**config.mk**
```make
export PLATFORM = sky130hd
export DESIGN_NAME = ultrasonic_ping_sched
export DESIGN_NICKNAME = d
export VERILOG_FILES = /design/src/rtl/ultrasonic_ping_sched_pkg.sv /design/src/rtl/ultrasonic_ping_sched_us_tick_gen.sv /design/src/rtl/ultrasonic_ping_sched.sv
export SDC_FILE = /design/constraint.sdc
export NUM_CORES = 1
export LEC_CHECK = 0
export CAP_MARGIN = 20
export CORE_AREA = 2 2 115 162
export CTS_BUF_LIST = sky130_fd_sc_hd__clkbuf_16
export CTS_CLUSTER_DIAMETER = 120
export DETAILED_ROUTE_END_ITERATION = 8
export DIE_AREA = 0 0 117 164
export PLACE_DENSITY = 0.58
export SYNTH_ARGS = -nofsm -noshare
export SYNTH_HDL_FRONTEND = slang
export SYNTH_SLANG_ARGS = --single-unit
```
**constraint.sdc**
```tcl
create_clock -name CK_i -period 3 [get_ports CK_i]
set_input_delay 0.45 -clock CK_i [delete_from_list [all_inputs] [get_ports CK_i]]
set_output_delay 0.45 -clock CK_i [all_outputs]
set_load 0.05 [all_outputs]
```
**src/rtl/ultrasonic_ping_sched_pkg.sv**
```systemverilog
// Shared definitions for the ultrasonic ping sequencer: state encoding and
// prescaler sizing helpers.
package ultrasonic_ping_sched_pkg;

   typedef enum logic [2:0] {
      ST_IDLE    = 3'd0,
      ST_TX      = 3'd1,
      ST_BLANK   = 3'd2,
      ST_LISTEN  = 3'd3,
      ST_HOLDOFF = 3'd4
   } state_t;

   localparam int C_HZ_PER_MHZ = 1_000_000;

   function automatic int f_us_div(input int f_ck);
      return f_ck / C_HZ_PER_MHZ;
   endfunction

   function automatic int f_clog2(input int v);
      int w;
      w = 1;
      while ((1 << w) < v) w++;
      return w;
   endfunction

endpackage

```
**src/rtl/ultrasonic_ping_sched_us_tick_gen.sv**
```systemverilog
// Microsecond prescaler: TICK_o pulses once every C_DIV clocks, counting
// restarts from zero on the clock after CLR_i.
module us_tick_gen
   import ultrasonic_ping_sched_pkg::*;
#(
   parameter int C_DIV = 100
) (
   input  logic CK_i,
   input  logic RST_i,
   input  logic CLR_i,
   output logic TICK_o
);

   localparam int C_CNT_W = f_clog2(C_DIV);
   localparam logic [C_CNT_W-1:0] C_LAST = C_CNT_W'(C_DIV - 1);

   logic [C_CNT_W-1:0] r_cnt;

   assign TICK_o = (r_cnt == C_LAST);

   always_ff @(posedge CK_i) begin
      if (RST_i || CLR_i) begin
         r_cnt <= '0;
      end else if (r_cnt == C_LAST) begin
         r_cnt <= '0;
      end else begin
         r_cnt <= r_cnt + 1'b1;
      end
   end

endmodule

```
**src/rtl/ultrasonic_ping_sched.sv**
```systemverilog
// Ping sequencer for the ultrasonic oscillator/DSDAC transmit path: burst,
// ring-down blanking, listen with first-echo timestamp, optional repeat.
//
// state   | meaning
// IDLE    | waiting for START_i or RUN_i; config latched on exit
// TX      | TX_EN_o high, counting oscillator wave wraps up to BURST_N
// BLANK   | ring-down window, echoes ignored
// LISTEN  | first synchronised echo edge is timestamped
// HOLDOFF | repeat delay while RUN_i stays high
module ultrasonic_ping_sched
   import ultrasonic_ping_sched_pkg::*;
#(
   parameter int C_F_CK   = 100_000_000,
   parameter int C_TIME_W = 16
) (
   input  logic                CK_i,
   input  logic                RST_i,
   input  logic                START_i,
   input  logic                RUN_i,
   input  logic [7:0]          BURST_N_i,
   input  logic [7:0]          WAVE_CYCLEs_i,
   input  logic                WAVE_IS_SAW_i,
   input  logic [C_TIME_W-1:0] BLANK_US_i,
   input  logic [C_TIME_W-1:0] LISTEN_US_i,
   input  logic [C_TIME_W-1:0] REPEAT_US_i,
   input  logic                WAVE_WRAP_i,
   input  logic                ECHO_i,
   output logic [7:0]          BUS_WAVE_CYCLEs_o,
   output logic                BUS_WAVE_IS_SAW_o,
   output logic                TX_EN_o,
   output logic                BUSY_o,
   output logic [C_TIME_W-1:0] ECHO_US_o,
   output logic                ECHO_VALID_o,
   output logic                TIMEOUT_o,
   output logic                DONE_o,
   output logic [2:0]          STATE_o
);

   localparam int C_US_DIV = f_us_div(C_F_CK);

   state_t              r_state;
   state_t              w_state_nxt;
   logic                w_ping_start;
   logic                w_listen_end;
   logic                w_state_chg;
   logic                w_tick;
   logic                w_echo_rise;
   logic                w_capture;

   logic                r_echo_s1;
   logic                r_echo_s2;
   logic                r_echo_d;
   logic [7:0]          r_burst_n;
   logic [7:0]          r_wave_cnt;
   logic [C_TIME_W-1:0] r_blank_us;
   logic [C_TIME_W-1:0] r_listen_us;
   logic [C_TIME_W-1:0] r_repeat_us;
   logic [C_TIME_W-1:0] r_tmr;
   logic [C_TIME_W-1:0] r_elapsed;
   logic [C_TIME_W-1:0] r_echo_us;
   logic [7:0]          r_bus_wave_cycles;
   logic                r_bus_wave_is_saw;
   logic                r_echo_valid;
   logic                r_timeout;
   logic                r_done;

   us_tick_gen #(
      .C_DIV (C_US_DIV)
   ) u_tick (
      .CK_i   (CK_i),
      .RST_i  (RST_i),
      .CLR_i  (w_state_chg),
      .TICK_o (w_tick)
   );

   always_comb begin
      w_state_nxt  = r_state;
      w_ping_start = 1'b0;
      w_listen_end = 1'b0;
      case (r_state)
         ST_IDLE: begin
            if (START_i || RUN_i) begin
               w_ping_start = 1'b1;
               w_state_nxt  = (BURST_N_i == 8'd0) ? ST_BLANK : ST_TX;
            end
         end
         ST_TX: begin
            if (WAVE_WRAP_i && ((r_wave_cnt + 8'd1) == r_burst_n)) begin
               w_state_nxt = ST_BLANK;
            end
         end
         ST_BLANK: begin
            if (r_tmr == r_blank_us) begin
               w_state_nxt = ST_LISTEN;
            end
         end
         ST_LISTEN: begin
            if (r_tmr == r_listen_us) begin
               w_listen_end = 1'b1;
               w_state_nxt  = RUN_i ? ST_HOLDOFF : ST_IDLE;
            end
         end
         ST_HOLDOFF: begin
            if (!RUN_i) begin
               w_state_nxt = ST_IDLE;
            end else if (r_tmr == r_repeat_us) begin
               w_ping_start = 1'b1;
               w_state_nxt  = (BURST_N_i == 8'd0) ? ST_BLANK : ST_TX;
            end
         end
         default: w_state_nxt = ST_IDLE;
      endcase
   end

   assign w_state_chg = (w_state_nxt != r_state) || w_ping_start;
   assign w_echo_rise = r_echo_s2 && !r_echo_d;
   // An edge on the listen-expiry clock still counts as the echo.
   assign w_capture   = (r_state == ST_LISTEN) && w_echo_rise && !r_echo_valid;

   always_ff @(posedge CK_i) begin
      if (RST_i) begin
         r_state           <= ST_IDLE;
         r_echo_s1         <= 1'b0;
         r_echo_s2         <= 1'b0;
         r_echo_d          <= 1'b0;
         r_burst_n         <= '0;
         r_wave_cnt        <= '0;
         r_blank_us        <= '0;
         r_listen_us       <= '0;
         r_repeat_us       <= '0;
         r_tmr             <= '0;
         r_elapsed         <= '0;
         r_echo_us         <= '0;
         r_bus_wave_cycles <= '0;
         r_bus_wave_is_saw <= 1'b0;
         r_echo_valid      <= 1'b0;
         r_timeout         <= 1'b0;
         r_done            <= 1'b0;
      end else begin
         r_state   <= w_state_nxt;
         r_echo_s1 <= ECHO_i;
         r_echo_s2 <= r_echo_s1;
         r_echo_d  <= r_echo_s2;
         r_done    <= w_listen_end;

         if (w_state_chg) begin
            r_tmr <= '0;
         end else if (w_tick && (r_tmr != '1)) begin
            r_tmr <= r_tmr + 1'b1;
         end

         if (w_ping_start) begin
            r_elapsed <= '0;
         end else if (w_tick && (r_state != ST_IDLE) && (r_elapsed != '1)) begin
            r_elapsed <= r_elapsed + 1'b1;
         end

         if (w_ping_start) begin
            r_wave_cnt <= '0;
         end else if ((r_state == ST_TX) && WAVE_WRAP_i) begin
            r_wave_cnt <= r_wave_cnt + 1'b1;
         end

         if (w_ping_start) begin
            r_burst_n         <= BURST_N_i;
            r_blank_us        <= BLANK_US_i;
            r_listen_us       <= LISTEN_US_i;
            r_repeat_us       <= REPEAT_US_i;
            r_bus_wave_cycles <= WAVE_CYCLEs_i;
            r_bus_wave_is_saw <= WAVE_IS_SAW_i;
            r_echo_us         <= '0;
            r_echo_valid      <= 1'b0;
            r_timeout         <= 1'b0;
         end else begin
            if (w_capture) begin
               r_echo_us    <= r_elapsed;
               r_echo_valid <= 1'b1;
            end
            if (w_listen_end) begin
               r_timeout <= !(r_echo_valid || w_capture);
            end
         end
      end
   end

   assign BUS_WAVE_CYCLEs_o = r_bus_wave_cycles;
   assign BUS_WAVE_IS_SAW_o = r_bus_wave_is_saw;
   assign TX_EN_o           = (r_state == ST_TX);
   assign BUSY_o            = (r_state != ST_IDLE);
   assign ECHO_US_o         = r_echo_us;
   assign ECHO_VALID_o      = r_echo_valid;
   assign TIMEOUT_o         = r_timeout;
   assign DONE_o            = r_done;
   assign STATE_o           = r_state;

endmodule

```
==> qor.yml <==
place:
  place_congestion: 0.827
  portBuffers: 103
  pre_cts_ws_ps: 340
  dp_hpwl_mm: 10.2
synthesis:
  synth_top_area_share: 0.447
  ys_async_sr_fraction: 0
  synth.distinct_cells: 45
  ys_ff_latch: 137
  yosysWarnings: 0
  synth_area_sq_mm: 0.00614
  ys_seq_area_frac: 0.447
  ys_top_cells_by_area: "dfxtp_1 (45%), nand2_1 (8.9%), xor2_1 (8.0%), a21oi_1 (5.9%), xnor2_1 (4.7%)"
  synth_nets: 812
  synth_edf_count: 0
  synth.avg_cell_area_sq_um: 8.33
  syn-instance-count: 737
  synth.largest_area_cell: "dfxtp_1"
  synth_ff_type: "dfxtp_1"
sta:
  rsz0062_at_grt: "false"
  slew_headroom: 0.483
  fin_crit_ps: 2790
  tns_ps: 0
  finalMaxSlewViolations: 0
  tightest_slew_ps: 776
  skew_ps: 12.1
  finalCritPeriodShare: 0.930
  setup_viol: 0
  fmax_ghz: 0.358
  finalHoldViolCount: 0
  worst_slack_ps: 210
  hold_slack_ps: 442
global_route:
  grt_usage: 0.161
  grt_remaining_overflow: 0
  grt_pass1_vias: 4816
  grt_pass1_wl_mm: 23.9
  grt_max_degree: 73
  antenna_found_initial: 0
setup_path:
  regToRegStartpoint: "r_wave_cnt[0]"
  path_max_fanout: 6
  regToRegEndpoint: "u_tick.r_cnt[6]"
  cp-end-kind: "output pin"
  path_class: "reg -> out"
  r2r_setup_slack_ps: 360
  setup.worst_path.start_class: "flip-flop"
  reg2regPathDepth: 9
  worstPathArrival_ps: 2340
  cp.required_ps: 2550
drt:
  drt_iter0_markers: 322
  drc: 0
  route.vias.total: 5057
  wl_per_cell_um: 13.7
  routed_wl_mm: 14.7
  ant_nets: 0
  first_pass_iters: 4
  vias_per_cell: 4.73
pwr:
  switching_power_uw: 1180
  p_seq_frac: 0.424
  power_uw: 4630
  p_per_area_mw_per_mm2: 582
  power_frac_comb: 0.127
  p_leak_uw: 0.00293
  ir_worst_vdd_uv: 345
  internal-power_uw: 3450
  clock_power_share: 0.449
  switching_share: 0.255
floorplan:
  die_h_um: 164
  io_pins: 104
  start_util: 0.345
  die_area_sq_mm: 0.0192
  coreArea_sq_mm: 0.0178
  die_w_um: 117
  row_count: 58
clock_tree:
  insertion_delay_ps: 430
  clkSlewWorstSetupHoldPaths_ps: 60
  htreeDepth: 4
  postCtsSetupBuffers: 0
  cts_buffers: 17
  ctsResizeCount: 0
  cts_tree: "built"
  cts_hold_buf: 0
  clockRootBuffer: "clkbuf_16"
  clk_path_buf_depth: 2
  numClockSinks: 137
min_path:
  hold_class: "reg -> reg"
  min_from: "r_echo_s1"
  hold_depth: 1
  hold_end: "r_echo_s2"
layout:
  antenna_cells: 0
  final_util: 0.447
  area.growth.synth_to_final_pct: 29.4
  layout_common_cells: "nand2_1 (145), dfxtp_1 (137), clkdlybuf4s50_1 (102), a21oi_1 (72), nor2_1 (58)"
  drive_gt1_frac: 0.0663
  fin_nets: 891
  final_common_cell: "nand2_1"
flow_run:
  max_cap_violations: 0
run_status:
  status: "finished clean"
-- through the flow --
stage                     area (sq um)  cells
after floorplan                   6140    737
after global placement            7360   1037
after detailed placement          7360   1037
after CTS                         7950   1069
after global routing              7950   1069
final                             7950   1069
-- flip-flops by register name, summed over array words and instances (netlist names) --
signal,count
r_tmr,16
r_echo_d,1
STATE_o,3
ECHO_US_o,16
u_tick.r_cnt,7
DONE_o,1
r_echo_s1,1
r_burst_n,8
r_repeat_us,16
r_blank_us,16
BUS_WAVE_IS_SAW_o,1
ECHO_VALID_o,1
BUS_WAVE_CYCLEs_o,8
r_echo_s2,1
TIMEOUT_o,1
r_wave_cnt,8
r_listen_us,16
r_elapsed,16
-- synth_stat cells, types with 2 or more instances --
cell / n
nand2_1: 145
nor4b_1: 2
a21oi_1: 72
nor2b_1: 9
or4_1: 3
nor3_1: 24
buf_2: 18
dfxtp_1: 137
a31oi_1: 2
ha_1: 4
nor4b_2: 4
and3_1: 7
mux2i_1: 20
nor4_2: 2
nor4_1: 14
o21ai_0: 12
clkbuf_1: 36
xor2_1: 56
and4_1: 3
nand3_1: 26
xnor2_1: 33
nand4_1: 13
or3_1: 6
o21a_1: 2
inv_1: 10
nor2_1: 58
-- metal layers --
metal  global-route usage  wire length, um  share of wire  vias up
li1                     -                -              -     2628
met3               0.0465              496          0.034       18
met5                    0                0              0        -
met1                0.202             6600           0.45     2319
met2                0.265             7360           0.50       92
met4               0.0551              205          0.014        0
-- kinds of logic after synthesis --
group | count (synthesis) | synth area share
buffers and inverters | 66 | 0.0458
DFF | 137 | 0.447
adders and majority gates | 4 | 0.00815
muxes | 20 | 0.0326
xor gates and xnor gates | 91 | 0.133
AOI/OAI and AO/OA | 99 | 0.0884
and+or+nand+nor | 320 | 0.245
-- layout make-up --
class                      instances  area, sq um
clock inverter                    15          158
timing repair buffer             116         1150
inverter                          10         37.5
clock buffer                      17          425
tap                              240          300
multi-input combinational        534         3140
sequential                       137         2740
fill                            1818         9830
-- worst max-delay path: stages, from the launching register on --
cell             delay, ps
dfxtp_1                430
inv_1                  150
or3_1                  400
inv_1                  130
clkdlybuf4s50_1        810
-- worst max-delay path by stage --
| stage | endpoint | depth (start not counted) | start | slack (ps) |
|---|---|---|---|---|
| detailed placement | u_tick.r_cnt[6] | 9 | WAVE_WRAP_i | 340 |
| global route | TX_EN_o | 4 | STATE_o[0] | 70 |
| floorplan | r_elapsed[13] | 8 | STATE_o[2] | 480 |
| finish | TX_EN_o | 4 | STATE_o[0] | 210 |
| CTS | TX_EN_o | 4 | STATE_o[0] | 170 |
| global placement | r_tmr[4] | 9 | WAVE_WRAP_i | 430 |
-- power groups by stage --
| stage | registers [uW] | logic [uW] | clock network, uW |
|---|---|---|---|
| 2_1_floorplan | 2030 | 336 | 0 |
| 4_1_cts | 1960 | 598 | 2130 |
| 6_report | 1960 | 589 | 2080 |
| 5_1_grt | 1970 | 652 | 2200 |
| 3_3_place_gp | 2000 | 595 | 0 |
| 3_5_place_dp | 2000 | 596 | 0 |
Note: power is estimated with default switching activity, not from simulation.
